## src/rtl/pipeline_ctrl_pkg.sv

```systemverilog
// Shared types for the pipeline hazard controller: FSM states, the NOP used
// for flushed slots and the bundle of per-bank stall/flush controls.
package pipeline_ctrl_pkg;

    typedef enum logic [1:0] {
        RUN       = 2'd0,
        DMEM_WAIT = 2'd1,
        REDIRECT  = 2'd2,
        DRAIN     = 2'd3
    } ctrl_state_t;

    localparam logic [31:0] NOP_INSTR = 32'h0000_0013;

    typedef struct packed {
        logic pc_stall;
        logic pc_redirect;
        logic if_id_stall;
        logic if_id_flush;
        logic id_ex_stall;
        logic id_ex_flush;
        logic ex_mem_stall;
        logic mem_wb_flush;
    } pipe_ctrl_t;

    localparam pipe_ctrl_t CTRL_NONE = '0;

    // Whole front end frozen, a bubble falls into WB.
    function automatic pipe_ctrl_t ctrl_full_stall();
        pipe_ctrl_t c;
        c              = CTRL_NONE;
        c.pc_stall     = 1'b1;
        c.if_id_stall  = 1'b1;
        c.id_ex_stall  = 1'b1;
        c.ex_mem_stall = 1'b1;
        c.mem_wb_flush = 1'b1;
        return c;
    endfunction

    // Hold PC and ID, inject a bubble into EX.
    function automatic pipe_ctrl_t ctrl_hold_id();
        pipe_ctrl_t c;
        c             = CTRL_NONE;
        c.pc_stall    = 1'b1;
        c.if_id_stall = 1'b1;
        c.id_ex_flush = 1'b1;
        return c;
    endfunction

endpackage

```

## src/rtl/pipeline_hazard_ctrl_if.sv

```systemverilog
// Signal bundle between the pipeline datapath (master) and the hazard
// controller (slave).
interface pipeline_hazard_ctrl_if #(
    parameter int DATA_WIDTH     = 64,
    parameter int REG_ADDR_WIDTH = 5,
    parameter int PERF_CNT_WIDTH = 32
);
    logic [REG_ADDR_WIDTH-1:0] id_rs1;
    logic [REG_ADDR_WIDTH-1:0] id_rs2;
    logic                      id_uses_rs1;
    logic                      id_uses_rs2;
    logic                      id_serialize;
    logic [REG_ADDR_WIDTH-1:0] ex_rd;
    logic                      ex_is_load;
    logic                      ex_redirect;
    logic [DATA_WIDTH-1:0]     ex_target;
    logic                      imem_ready;
    logic                      mem_req;
    logic                      dmem_ready;

    logic                      pc_stall;
    logic                      pc_redirect;
    logic [DATA_WIDTH-1:0]     pc_target;
    logic                      if_id_stall;
    logic                      if_id_flush;
    logic                      id_ex_stall;
    logic                      id_ex_flush;
    logic                      ex_mem_stall;
    logic                      mem_wb_flush;
    logic [PERF_CNT_WIDTH-1:0] stall_cycles;
    logic [PERF_CNT_WIDTH-1:0] flush_events;

    modport master (
        output id_rs1, id_rs2, id_uses_rs1, id_uses_rs2, id_serialize,
               ex_rd, ex_is_load, ex_redirect, ex_target,
               imem_ready, mem_req, dmem_ready,
        input  pc_stall, pc_redirect, pc_target, if_id_stall, if_id_flush,
               id_ex_stall, id_ex_flush, ex_mem_stall, mem_wb_flush,
               stall_cycles, flush_events
    );

    modport slave (
        input  id_rs1, id_rs2, id_uses_rs1, id_uses_rs2, id_serialize,
               ex_rd, ex_is_load, ex_redirect, ex_target,
               imem_ready, mem_req, dmem_ready,
        output pc_stall, pc_redirect, pc_target, if_id_stall, if_id_flush,
               id_ex_stall, id_ex_flush, ex_mem_stall, mem_wb_flush,
               stall_cycles, flush_events
    );
endinterface

```

## src/rtl/hazard_sat_counter.sv

```systemverilog
// Performance counter that sticks at all-ones instead of wrapping.
module hazard_sat_counter #(
    parameter int WIDTH = 32
) (
    input  logic             clk,
    input  logic             reset,
    input  logic             i_inc,
    output logic [WIDTH-1:0] o_count
);
    logic [WIDTH-1:0] r_count;

    always_ff @(posedge clk or negedge reset) begin
        if (!reset) begin
            r_count <= '0;
        end else if (i_inc && (r_count != '1)) begin
            r_count <= r_count + WIDTH'(1);
        end
    end

    assign o_count = r_count;
endmodule

```

## src/rtl/pipeline_hazard_ctrl.sv

```systemverilog
// Stall/flush sequencer for the 5-stage pipeline: load-use, memory wait
// states, EX redirects and fence/ecall drain.
//   state     | meaning
//   RUN       | normal issue; load-use and fetch stalls resolved in place
//   DMEM_WAIT | data memory busy, whole pipe frozen; exit cycle acts as RUN
//   REDIRECT  | redirect pending until fetch accepts the latched target
//   DRAIN     | serializing instruction held in ID while EX/MEM/WB empty
module pipeline_hazard_ctrl
    import pipeline_ctrl_pkg::*;
#(
    parameter int DATA_WIDTH     = 64,
    parameter int REG_ADDR_WIDTH = 5,
    parameter int DRAIN_CYCLES   = 3,
    parameter int PERF_CNT_WIDTH = 32
) (
    input  logic                   clk,
    input  logic                   reset,
    pipeline_hazard_ctrl_if.slave  bus
);
    localparam int CNT_W = (DRAIN_CYCLES > 2) ? $clog2(DRAIN_CYCLES) : 1;
    // The detection cycle already drains one slot, so the counter covers the rest.
    localparam logic [CNT_W-1:0]          DRAIN_LOAD = CNT_W'(DRAIN_CYCLES - 1);
    localparam logic [REG_ADDR_WIDTH-1:0] ZERO_REG   = '0;

    ctrl_state_t           r_state;
    logic [CNT_W-1:0]      r_drain_cnt;
    logic [DATA_WIDTH-1:0] r_target;
    logic                  r_serialize_done;

    ctrl_state_t           w_state_nxt;
    logic [CNT_W-1:0]      w_drain_nxt;
    logic [DATA_WIDTH-1:0] w_target_nxt;
    logic                  w_ser_set;
    logic                  w_ser_done_nxt;
    pipe_ctrl_t            w_ctrl;
    logic [DATA_WIDTH-1:0] w_pc_target;
    logic                  w_flush_inc;
    logic                  w_dmem_stall;
    logic                  w_load_use;
    logic                  w_stall_inc;
    logic                  w_flush_cnt_inc;

    assign w_dmem_stall = bus.mem_req & ~bus.dmem_ready;
    assign w_load_use   = bus.ex_is_load & (bus.ex_rd != ZERO_REG) &
                          ((bus.id_uses_rs1 & (bus.id_rs1 == bus.ex_rd)) |
                           (bus.id_uses_rs2 & (bus.id_rs2 == bus.ex_rd)));

    always_ff @(posedge clk or negedge reset) begin
        if (!reset) begin
            r_state          <= RUN;
            r_drain_cnt      <= '0;
            r_target         <= '0;
            r_serialize_done <= 1'b0;
        end else begin
            r_state          <= w_state_nxt;
            r_drain_cnt      <= w_drain_nxt;
            r_target         <= w_target_nxt;
            r_serialize_done <= w_ser_done_nxt;
        end
    end

    always_comb begin
        w_state_nxt  = r_state;
        w_drain_nxt  = r_drain_cnt;
        w_target_nxt = r_target;
        w_ser_set    = 1'b0;
        w_ctrl       = CTRL_NONE;
        w_pc_target  = '0;
        w_flush_inc  = 1'b0;

        if (r_state == REDIRECT) begin
            w_ctrl.pc_redirect = 1'b1;
            w_ctrl.if_id_flush = 1'b1;
            w_pc_target        = r_target;
            if (bus.imem_ready) begin
                w_state_nxt = RUN;
            end
        end else if (w_dmem_stall) begin
            // EX is frozen here, so any redirect it shows is replayed on exit.
            w_ctrl      = ctrl_full_stall();
            w_state_nxt = DMEM_WAIT;
            w_drain_nxt = '0;
        end else if (bus.ex_redirect) begin
            w_ctrl.pc_redirect = 1'b1;
            w_ctrl.if_id_flush = 1'b1;
            w_ctrl.id_ex_flush = 1'b1;
            w_pc_target        = bus.ex_target;
            w_flush_inc        = 1'b1;
            w_drain_nxt        = '0;
            if (bus.imem_ready) begin
                w_state_nxt = RUN;
            end else begin
                w_state_nxt  = REDIRECT;
                w_target_nxt = bus.ex_target;
            end
        end else if (r_state == DRAIN) begin
            if (r_drain_cnt != '0) begin
                w_ctrl      = ctrl_hold_id();
                w_drain_nxt = r_drain_cnt - CNT_W'(1);
            end else begin
                w_state_nxt = RUN;
                w_ser_set   = 1'b1;
                if (!bus.imem_ready) begin
                    w_ctrl.pc_stall    = 1'b1;
                    w_ctrl.if_id_flush = 1'b1;
                end
            end
        end else begin
            w_state_nxt = RUN;
            if (bus.id_serialize && !r_serialize_done) begin
                w_ctrl      = ctrl_hold_id();
                w_drain_nxt = DRAIN_LOAD;
                w_state_nxt = DRAIN;
            end else if (w_load_use) begin
                w_ctrl = ctrl_hold_id();
            end else if (!bus.imem_ready) begin
                w_ctrl.pc_stall    = 1'b1;
                w_ctrl.if_id_flush = 1'b1;
            end
        end
    end

    assign w_ser_done_nxt = w_ser_set | (r_serialize_done & w_ctrl.if_id_stall);

    assign bus.pc_stall     = reset & w_ctrl.pc_stall;
    assign bus.pc_redirect  = reset & w_ctrl.pc_redirect;
    assign bus.pc_target    = reset ? w_pc_target : '0;
    assign bus.if_id_stall  = reset & w_ctrl.if_id_stall;
    assign bus.if_id_flush  = reset & w_ctrl.if_id_flush;
    assign bus.id_ex_stall  = reset & w_ctrl.id_ex_stall;
    assign bus.id_ex_flush  = reset & w_ctrl.id_ex_flush;
    assign bus.ex_mem_stall = reset & w_ctrl.ex_mem_stall;
    assign bus.mem_wb_flush = reset & w_ctrl.mem_wb_flush;

    assign w_stall_inc     = reset & w_ctrl.pc_stall;
    assign w_flush_cnt_inc = reset & w_flush_inc;

    hazard_sat_counter #(.WIDTH(PERF_CNT_WIDTH)) u_stall_cnt (
        .clk     (clk),
        .reset   (reset),
        .i_inc   (w_stall_inc),
        .o_count (bus.stall_cycles)
    );

    hazard_sat_counter #(.WIDTH(PERF_CNT_WIDTH)) u_flush_cnt (
        .clk     (clk),
        .reset   (reset),
        .i_inc   (w_flush_cnt_inc),
        .o_count (bus.flush_events)
    );
endmodule
```

## src/flat_wrapper.sv

```systemverilog
// flat-port wrapper written by rule: the top's interface ports become plain ports
module pipeline_hazard_ctrl_flat import pipeline_ctrl_pkg::*;
#(
    parameter int DATA_WIDTH     = 64,
    parameter int REG_ADDR_WIDTH = 5,
    parameter int DRAIN_CYCLES   = 3,
    parameter int PERF_CNT_WIDTH = 32
)
  (clk, reset, bus_id_rs1, bus_id_rs2, bus_id_uses_rs1, bus_id_uses_rs2, bus_id_serialize, bus_ex_rd, bus_ex_is_load, bus_ex_redirect, bus_ex_target, bus_imem_ready, bus_mem_req, bus_dmem_ready, bus_pc_stall, bus_pc_redirect, bus_pc_target, bus_if_id_stall, bus_if_id_flush, bus_id_ex_stall, bus_id_ex_flush, bus_ex_mem_stall, bus_mem_wb_flush, bus_stall_cycles, bus_flush_events);
  pipeline_hazard_ctrl_if #(.DATA_WIDTH(DATA_WIDTH), .REG_ADDR_WIDTH(REG_ADDR_WIDTH), .PERF_CNT_WIDTH(PERF_CNT_WIDTH)) bus_i ();
  input  logic clk;
  input  logic reset;
  input wire logic [$bits(bus_i.id_rs1)-1:0] bus_id_rs1;
  input wire logic [$bits(bus_i.id_rs2)-1:0] bus_id_rs2;
  input wire logic [$bits(bus_i.id_uses_rs1)-1:0] bus_id_uses_rs1;
  input wire logic [$bits(bus_i.id_uses_rs2)-1:0] bus_id_uses_rs2;
  input wire logic [$bits(bus_i.id_serialize)-1:0] bus_id_serialize;
  input wire logic [$bits(bus_i.ex_rd)-1:0] bus_ex_rd;
  input wire logic [$bits(bus_i.ex_is_load)-1:0] bus_ex_is_load;
  input wire logic [$bits(bus_i.ex_redirect)-1:0] bus_ex_redirect;
  input wire logic [$bits(bus_i.ex_target)-1:0] bus_ex_target;
  input wire logic [$bits(bus_i.imem_ready)-1:0] bus_imem_ready;
  input wire logic [$bits(bus_i.mem_req)-1:0] bus_mem_req;
  input wire logic [$bits(bus_i.dmem_ready)-1:0] bus_dmem_ready;
  output wire logic [$bits(bus_i.pc_stall)-1:0] bus_pc_stall;
  output wire logic [$bits(bus_i.pc_redirect)-1:0] bus_pc_redirect;
  output wire logic [$bits(bus_i.pc_target)-1:0] bus_pc_target;
  output wire logic [$bits(bus_i.if_id_stall)-1:0] bus_if_id_stall;
  output wire logic [$bits(bus_i.if_id_flush)-1:0] bus_if_id_flush;
  output wire logic [$bits(bus_i.id_ex_stall)-1:0] bus_id_ex_stall;
  output wire logic [$bits(bus_i.id_ex_flush)-1:0] bus_id_ex_flush;
  output wire logic [$bits(bus_i.ex_mem_stall)-1:0] bus_ex_mem_stall;
  output wire logic [$bits(bus_i.mem_wb_flush)-1:0] bus_mem_wb_flush;
  output wire logic [$bits(bus_i.stall_cycles)-1:0] bus_stall_cycles;
  output wire logic [$bits(bus_i.flush_events)-1:0] bus_flush_events;
  assign bus_i.id_rs1 = bus_id_rs1;
  assign bus_i.id_rs2 = bus_id_rs2;
  assign bus_i.id_uses_rs1 = bus_id_uses_rs1;
  assign bus_i.id_uses_rs2 = bus_id_uses_rs2;
  assign bus_i.id_serialize = bus_id_serialize;
  assign bus_i.ex_rd = bus_ex_rd;
  assign bus_i.ex_is_load = bus_ex_is_load;
  assign bus_i.ex_redirect = bus_ex_redirect;
  assign bus_i.ex_target = bus_ex_target;
  assign bus_i.imem_ready = bus_imem_ready;
  assign bus_i.mem_req = bus_mem_req;
  assign bus_i.dmem_ready = bus_dmem_ready;
  assign bus_pc_stall = bus_i.pc_stall;
  assign bus_pc_redirect = bus_i.pc_redirect;
  assign bus_pc_target = bus_i.pc_target;
  assign bus_if_id_stall = bus_i.if_id_stall;
  assign bus_if_id_flush = bus_i.if_id_flush;
  assign bus_id_ex_stall = bus_i.id_ex_stall;
  assign bus_id_ex_flush = bus_i.id_ex_flush;
  assign bus_ex_mem_stall = bus_i.ex_mem_stall;
  assign bus_mem_wb_flush = bus_i.mem_wb_flush;
  assign bus_stall_cycles = bus_i.stall_cycles;
  assign bus_flush_events = bus_i.flush_events;
  pipeline_hazard_ctrl #(.DATA_WIDTH(DATA_WIDTH), .REG_ADDR_WIDTH(REG_ADDR_WIDTH), .DRAIN_CYCLES(DRAIN_CYCLES), .PERF_CNT_WIDTH(PERF_CNT_WIDTH)) u_core (.clk(clk), .reset(reset), .bus(bus_i));
endmodule
```

## config.mk

```make
export PLATFORM = sky130hd
export DESIGN_NAME = pipeline_hazard_ctrl_flat
export DESIGN_NICKNAME = d
export VERILOG_FILES = /design/src/rtl/pipeline_ctrl_pkg.sv /design/src/rtl/pipeline_hazard_ctrl_if.sv /design/src/rtl/hazard_sat_counter.sv /design/src/rtl/pipeline_hazard_ctrl.sv /design/src/flat_wrapper.sv
export SDC_FILE = /design/constraint.sdc
export NUM_CORES = 1
export LEC_CHECK = 0
export ABC_CLOCK_PERIOD_IN_PS = 2820
export BUFFER_PORTS_ARGS = -buffer_cell sky130_fd_sc_hd__buf_2
export CORE_AREA = 2 2 96 167
export DETAILED_ROUTE_END_ITERATION = 8
export DIE_AREA = 0 0 98 169
export PLACE_DENSITY = 0.85
export RECOVER_POWER = 100
export SLEW_MARGIN = 20
export SYNTH_ARGS = -nofsm -noshare
export SYNTH_HDL_FRONTEND = slang
export SYNTH_SLANG_ARGS = --single-unit
```

## constraint.sdc

```tcl
create_clock -name clk -period 2.82 [get_ports clk]
set_input_delay 0.846 -clock clk [delete_from_list [all_inputs] [get_ports clk]]
set_output_delay 0.846 -clock clk [all_outputs]
set_load 0.01 [all_outputs]
```

==> impl_metrics.prom <==
# TYPE chip_impl_metric gauge
chip_impl_info{name="kind_of_path_behind_the_tightest_hold_check",value="input port to async pin"} 1
chip_impl_info{name="cp_slowest_cell",value="o22ai_1"} 1
chip_impl_metric{name="critical-path-max-stage-delay",unit="ns"} 0.22
chip_impl_metric{name="power",unit="uW"} 5930
chip_impl_metric{name="worst_clock_skew",unit="ns"} 0.0142
chip_impl_metric{name="drive_above_1_share",unit="%"} 38.5
chip_impl_metric{name="net-switching-power",unit="uW"} 1740
chip_impl_info{name="grt_setup_unrepaired",value="true"} 1
chip_impl_metric{name="cellInternalPower",unit="uW"} 4190
chip_impl_metric{name="num_clock_sinks",unit=""} 133
chip_impl_metric{name="synth_simple_gate_area_share",unit="%"} 16.6
chip_impl_metric{name="stdcell_area",unit="sq um"} 9270
chip_impl_metric{name="sequentialPowerShare",unit="%"} 41.9
chip_impl_metric{name="die-height",unit="um"} 169
chip_impl_metric{name="die-area",unit="sq um"} 16600
chip_impl_metric{name="drc_errors",unit=""} 0
chip_impl_metric{name="peakVddDrop",unit="mV"} 0.376
chip_impl_info{name="dominant_combinational_cell_family_by_area_after_synthesis",value="simple AND/OR/NAND/NOR gates"} 1
chip_impl_metric{name="synthToLayoutAreaGrowth",unit="%"} 35.8
chip_impl_metric{name="leakage",unit="uW"} 0.00443
chip_impl_metric{name="power_switching_share",unit="%"} 29.4
chip_impl_info{name="cts_tree",value="done"} 1
chip_impl_info{name="post-synth-top-area-cell",value="dfrtp_1"} 1
chip_impl_metric{name="ys_ff_latch",unit=""} 133
chip_impl_metric{name="global_route.usage.total",unit="%"} 21.6
chip_impl_metric{name="detailedRoute.firstPassIterationCount",unit=""} 5
chip_impl_metric{name="route.antenna.remaining_nets",unit=""} 0
chip_impl_metric{name="yosys.area_share.xor_xnor",unit="%"} 9.11
chip_impl_metric{name="insertion_delay",unit="ns"} 0.41
chip_impl_info{name="outcome",value="complete, but fails checks"} 1
chip_impl_info{name="critPathLaunchType",value="input port"} 1
chip_impl_info{name="top_post_synthesis_cells_by_area",value="dfrtp_1 49%, mux2_2 11%, a22o_1 8.3%"} 1
chip_impl_metric{name="synthesis.area",unit="sq um"} 6830
chip_impl_info{name="cts_root_buffer",value="clkbuf_16"} 1
chip_impl_metric{name="timing.max_cap.violations",unit=""} 1
chip_impl_metric{name="place_congestion",unit=""} 0.881
chip_impl_metric{name="initial_utilization",unit="%"} 44.8
chip_impl_metric{name="initial_antenna_violation_count",unit=""} 1
chip_impl_metric{name="setup-violations-final",unit=""} 52
chip_impl_metric{name="fin_crit_sh",unit="%"} 104
chip_impl_metric{name="num_rows",unit=""} 60
chip_impl_metric{name="yosys_warnings",unit=""} 0
chip_impl_metric{name="cellPowerDensity",unit="nW/um^2"} 639
chip_impl_metric{name="synth.yosys.seq_area_share",unit="%"} 48.7
chip_impl_metric{name="finalCriticalPeriod",unit="ns"} 2.93
chip_impl_metric{name="syn_inst",unit=""} 601
chip_impl_metric{name="max_freq",unit="MHz"} 341
chip_impl_metric{name="horizontal_die_dimension",unit="um"} 98
chip_impl_metric{name="share_comb_of_total_power",unit="%"} 22.2
chip_impl_metric{name="synth_edf_count",unit=""} 0
chip_impl_metric{name="finalHoldViolCount",unit=""} 0
chip_impl_info{name="crit_chain",value="buf_6 > xnor2_2 > nand4_1 > o22ai_1 > a31oi_2 > nor2_2 > o21a_1 > buf_2"} 1
chip_impl_metric{name="place.detailed.hpwl",unit="um"} 12300
chip_impl_metric{name="io_pins",unit=""} 225
chip_impl_metric{name="critPathRequiredTime",unit="ns"} 1.97
chip_impl_metric{name="cts.path.max_buffers",unit=""} 2
chip_impl_metric{name="numPortBuffers",unit=""} 224
chip_impl_metric{name="wl_per_cell",unit="um"} 18.4
chip_impl_metric{name="timing.critical_path.arrival",unit="ns"} 2.08
chip_impl_info{name="violated_checks",value="max-capacitance violations, max-slew violations, negative setup slack"} 1
chip_impl_metric{name="dpl-instance-area",unit="sq um"} 8250
chip_impl_metric{name="synth_top_area_share",unit="%"} 48.7
chip_impl_info{name="synth.top_cells.by_count",value="133 x dfrtp_1, 66 x mux2_2, 65 x a22o_1, 43 x xor2_1, 41 x nand2_1"} 1
chip_impl_metric{name="routed_via_density",unit=""} 5.67
chip_impl_metric{name="final-max-slew-violation-count",unit=""} 71
chip_impl_metric{name="grt_pass1_vias",unit=""} 5871
chip_impl_metric{name="synth_adder_area_share",unit="%"} 0.550
chip_impl_metric{name="postRouteWirelength",unit="um"} 19500
chip_impl_info{name="worstSetupEndpointType",value="primary output"} 1
chip_impl_metric{name="synthMuxAreaShare",unit="%"} 10.9
chip_impl_metric{name="finish.net_count",unit=""} 950
chip_impl_info{name="yosys.cell_count.top_type",value="dfrtp_1"} 1
chip_impl_metric{name="grt_start_max_net_pins",unit=""} 71
chip_impl_metric{name="synth_compound_gate_area_share",unit="%"} 11.0
chip_impl_metric{name="synth.avg_cell_area",unit="sq um"} 11.4
chip_impl_metric{name="finalWorstSetupSlack",unit="ns"} -0.108
chip_impl_metric{name="globalRoute.totalOverflow",unit=""} 0
chip_impl_metric{name="slew-limit-headroom",unit="%"} -4.59
chip_impl_metric{name="core_region_area",unit="sq um"} 15200
chip_impl_metric{name="first_pass_grt_wire_length",unit="um"} 29000
chip_impl_metric{name="mappedNetlistNets",unit=""} 693
chip_impl_metric{name="cts.reportedPaths.clkPinSlew",unit="ns"} 0.07
chip_impl_metric{name="asyncSetResetFlopFracSynth",unit="%"} 100
chip_impl_metric{name="yosys.cell_types.count",unit=""} 47
chip_impl_metric{name="vias",unit=""} 5991
chip_impl_metric{name="cp_max_fo",unit=""} 3
chip_impl_metric{name="cts_max_level",unit=""} 4
chip_impl_metric{name="number_of_drc_violations_after_detailed_routing_iteration_0",unit=""} 211
chip_impl_metric{name="cts_hold_buf",unit=""} 0
chip_impl_metric{name="power.clock.fraction",unit="%"} 35.8
chip_impl_metric{name="timing_worst_slew_pin_value",unit="ns"} 1.57
chip_impl_info{name="criticalPathCategory",value="input port to primary output"} 1
chip_impl_info{name="ys_dominant_reg_cell",value="dfrtp_1"} 1
chip_impl_metric{name="cts-buffers-inserted",unit=""} 17
routing by layer:
layer / vias to the layer above / wire length [um] / GRT usage, %
met5: - / 0 / 0
met4: 0 / 518 / 9.78
met3: 42 / 909 / 3.88
met2: 239 / 11100 / 39.4
met1: 2969 / 6930 / 24.2
li1: 2741 / - / -
state kept, by name, summed over array words and instances, names as in the netlist:
name / count
u_core.u_stall_cnt.o_count: 32
u_core.r_target: 64
u_core.r_drain_cnt: 2
u_core.u_flush_cnt.o_count: 32
u_core.r_serialize_done: 1
u_core.r_state: 2
cell families after synthesis:
kind of cell	count (synthesis)
AOI/OAI and AO/OA	90
xor gates and xnor gates	71
adders and majority gates	3
buffers and inverters	42
DFF	133
muxes	66
and+or+nand+nor	196
final timing paths:
check                      slack [ns]  depth (start not counted)                                        from                                          to
setup / recovery                -0.11                          8                               bus_id_rs2[4]                             bus_if_id_stall
hold reg to reg                  0.49                          1  u_core.u_stall_cnt.o_count[31]$_DFFE_PN0P_  u_core.u_stall_cnt.o_count[31]$_DFFE_PN0P_
setup reg to reg                 0.39                         11               u_core.r_state[1]$_DFFE_PN0P_  u_core.u_flush_cnt.o_count[28]$_DFFE_PN0P_
max in group asynchronous        0.40                          3                                       reset  u_core.u_flush_cnt.o_count[22]$_DFFE_PN0P_
hold / removal                   0.37                          2                                       reset   u_core.u_stall_cnt.o_count[0]$_DFFE_PN0P_
min in group clk                 0.49                          1  u_core.u_stall_cnt.o_count[31]$_DFFE_PN0P_  u_core.u_stall_cnt.o_count[31]$_DFFE_PN0P_
through the flow:
step	setup TNS, ns	hold WS (ns)	setup WS [ns]	util [%]	instances
after floorplan	0	0.480	0.00548	-	601
after global placement	-0.497	0.472	-0.0625	54.2	1002
after detailed placement	-0.887	0.478	-0.108	54.2	1002
after CTS	-0.653	0.373	-0.0405	59.3	1040
after global routing	-8.05	0.377	-0.204	60.9	1057
final	-3.65	0.374	-0.108	60.9	1057
critical path: cells and delay by family:
family,cells,cell delay [ns]
AO/OA/AOI/OAI,3,0.51
AND/OR/NAND/NOR,2,0.34
buffers and inverters,2,0.21
XOR/XNOR,1,0.17
power groups by stage:
stage	sequential (uW)	combinational [uW]	clock, uW
detailed placement	2510	1170	0
finish	2490	1320	2120
CTS	2480	1240	2170
floorplan	2480	726	0
global placement	2490	1140	0
global route	2540	1430	2260
placed cells by master, fill, tap and decap left out, types with 3 or more instances in the layout:
| cell type | netlist | layout |
|---|---|---|
| clkbuf_16 | 0 | 23 |
| nor4b_2 | 4 | 4 |
| nor2_1 | 30 | 26 |
| and2_1 | 4 | 4 |
| mux2_2 | 66 | 66 |
| xnor2_1 | 28 | 23 |
| nand2_1 | 41 | 41 |
| and4_1 | 7 | 7 |
| nor4_1 | 7 | 8 |
| inv_6 | 0 | 4 |
| nand2b_1 | 4 | 3 |
| nor3_1 | 18 | 18 |
| xnor2_2 | 0 | 3 |
| xor2_1 | 43 | 43 |
| dfrtp_1 | 133 | 131 |
| inv_1 | 8 | 7 |
| a21oi_1 | 6 | 6 |
| nor4_2 | 9 | 7 |
| nand4_1 | 26 | 26 |
| clkinvlp_4 | 0 | 3 |
| nand3_1 | 23 | 23 |
| nor2_2 | 0 | 3 |
| o21ai_0 | 4 | 4 |
| or3_1 | 6 | 5 |
| buf_6 | 3 | 15 |
| buf_4 | 2 | 20 |
| buf_12 | 0 | 8 |
| and3_1 | 8 | 8 |
| a22o_1 | 65 | 65 |
| clkbuf_1 | 10 | 69 |
| buf_2 | 18 | 150 |
timing repair:
action                                  in CTS  in global routing
buffers inserted                             5                  7
gates cloned                                 2                  9
pin swaps                                   15                 41
endpoints found under the setup margin      68                 68
resized for setup                           28                 17
layout make-up:
| class | count | area, sq um |
|---|---|---|
| Antenna cell | 1 | 2.50 |
| Fill cell | 1280 | 5970 |
| Multi-Input combinational cell | 426 | 3400 |
| Sequential cell | 133 | 3330 |
| Inverter | 8 | 30.0 |
| Clock buffer | 19 | 443 |
| Clock inverter | 12 | 121 |
| Timing Repair Buffer | 272 | 1720 |
| Tap cell | 186 | 233 |
No activity file was read; power rests on OpenSTA's default activity.
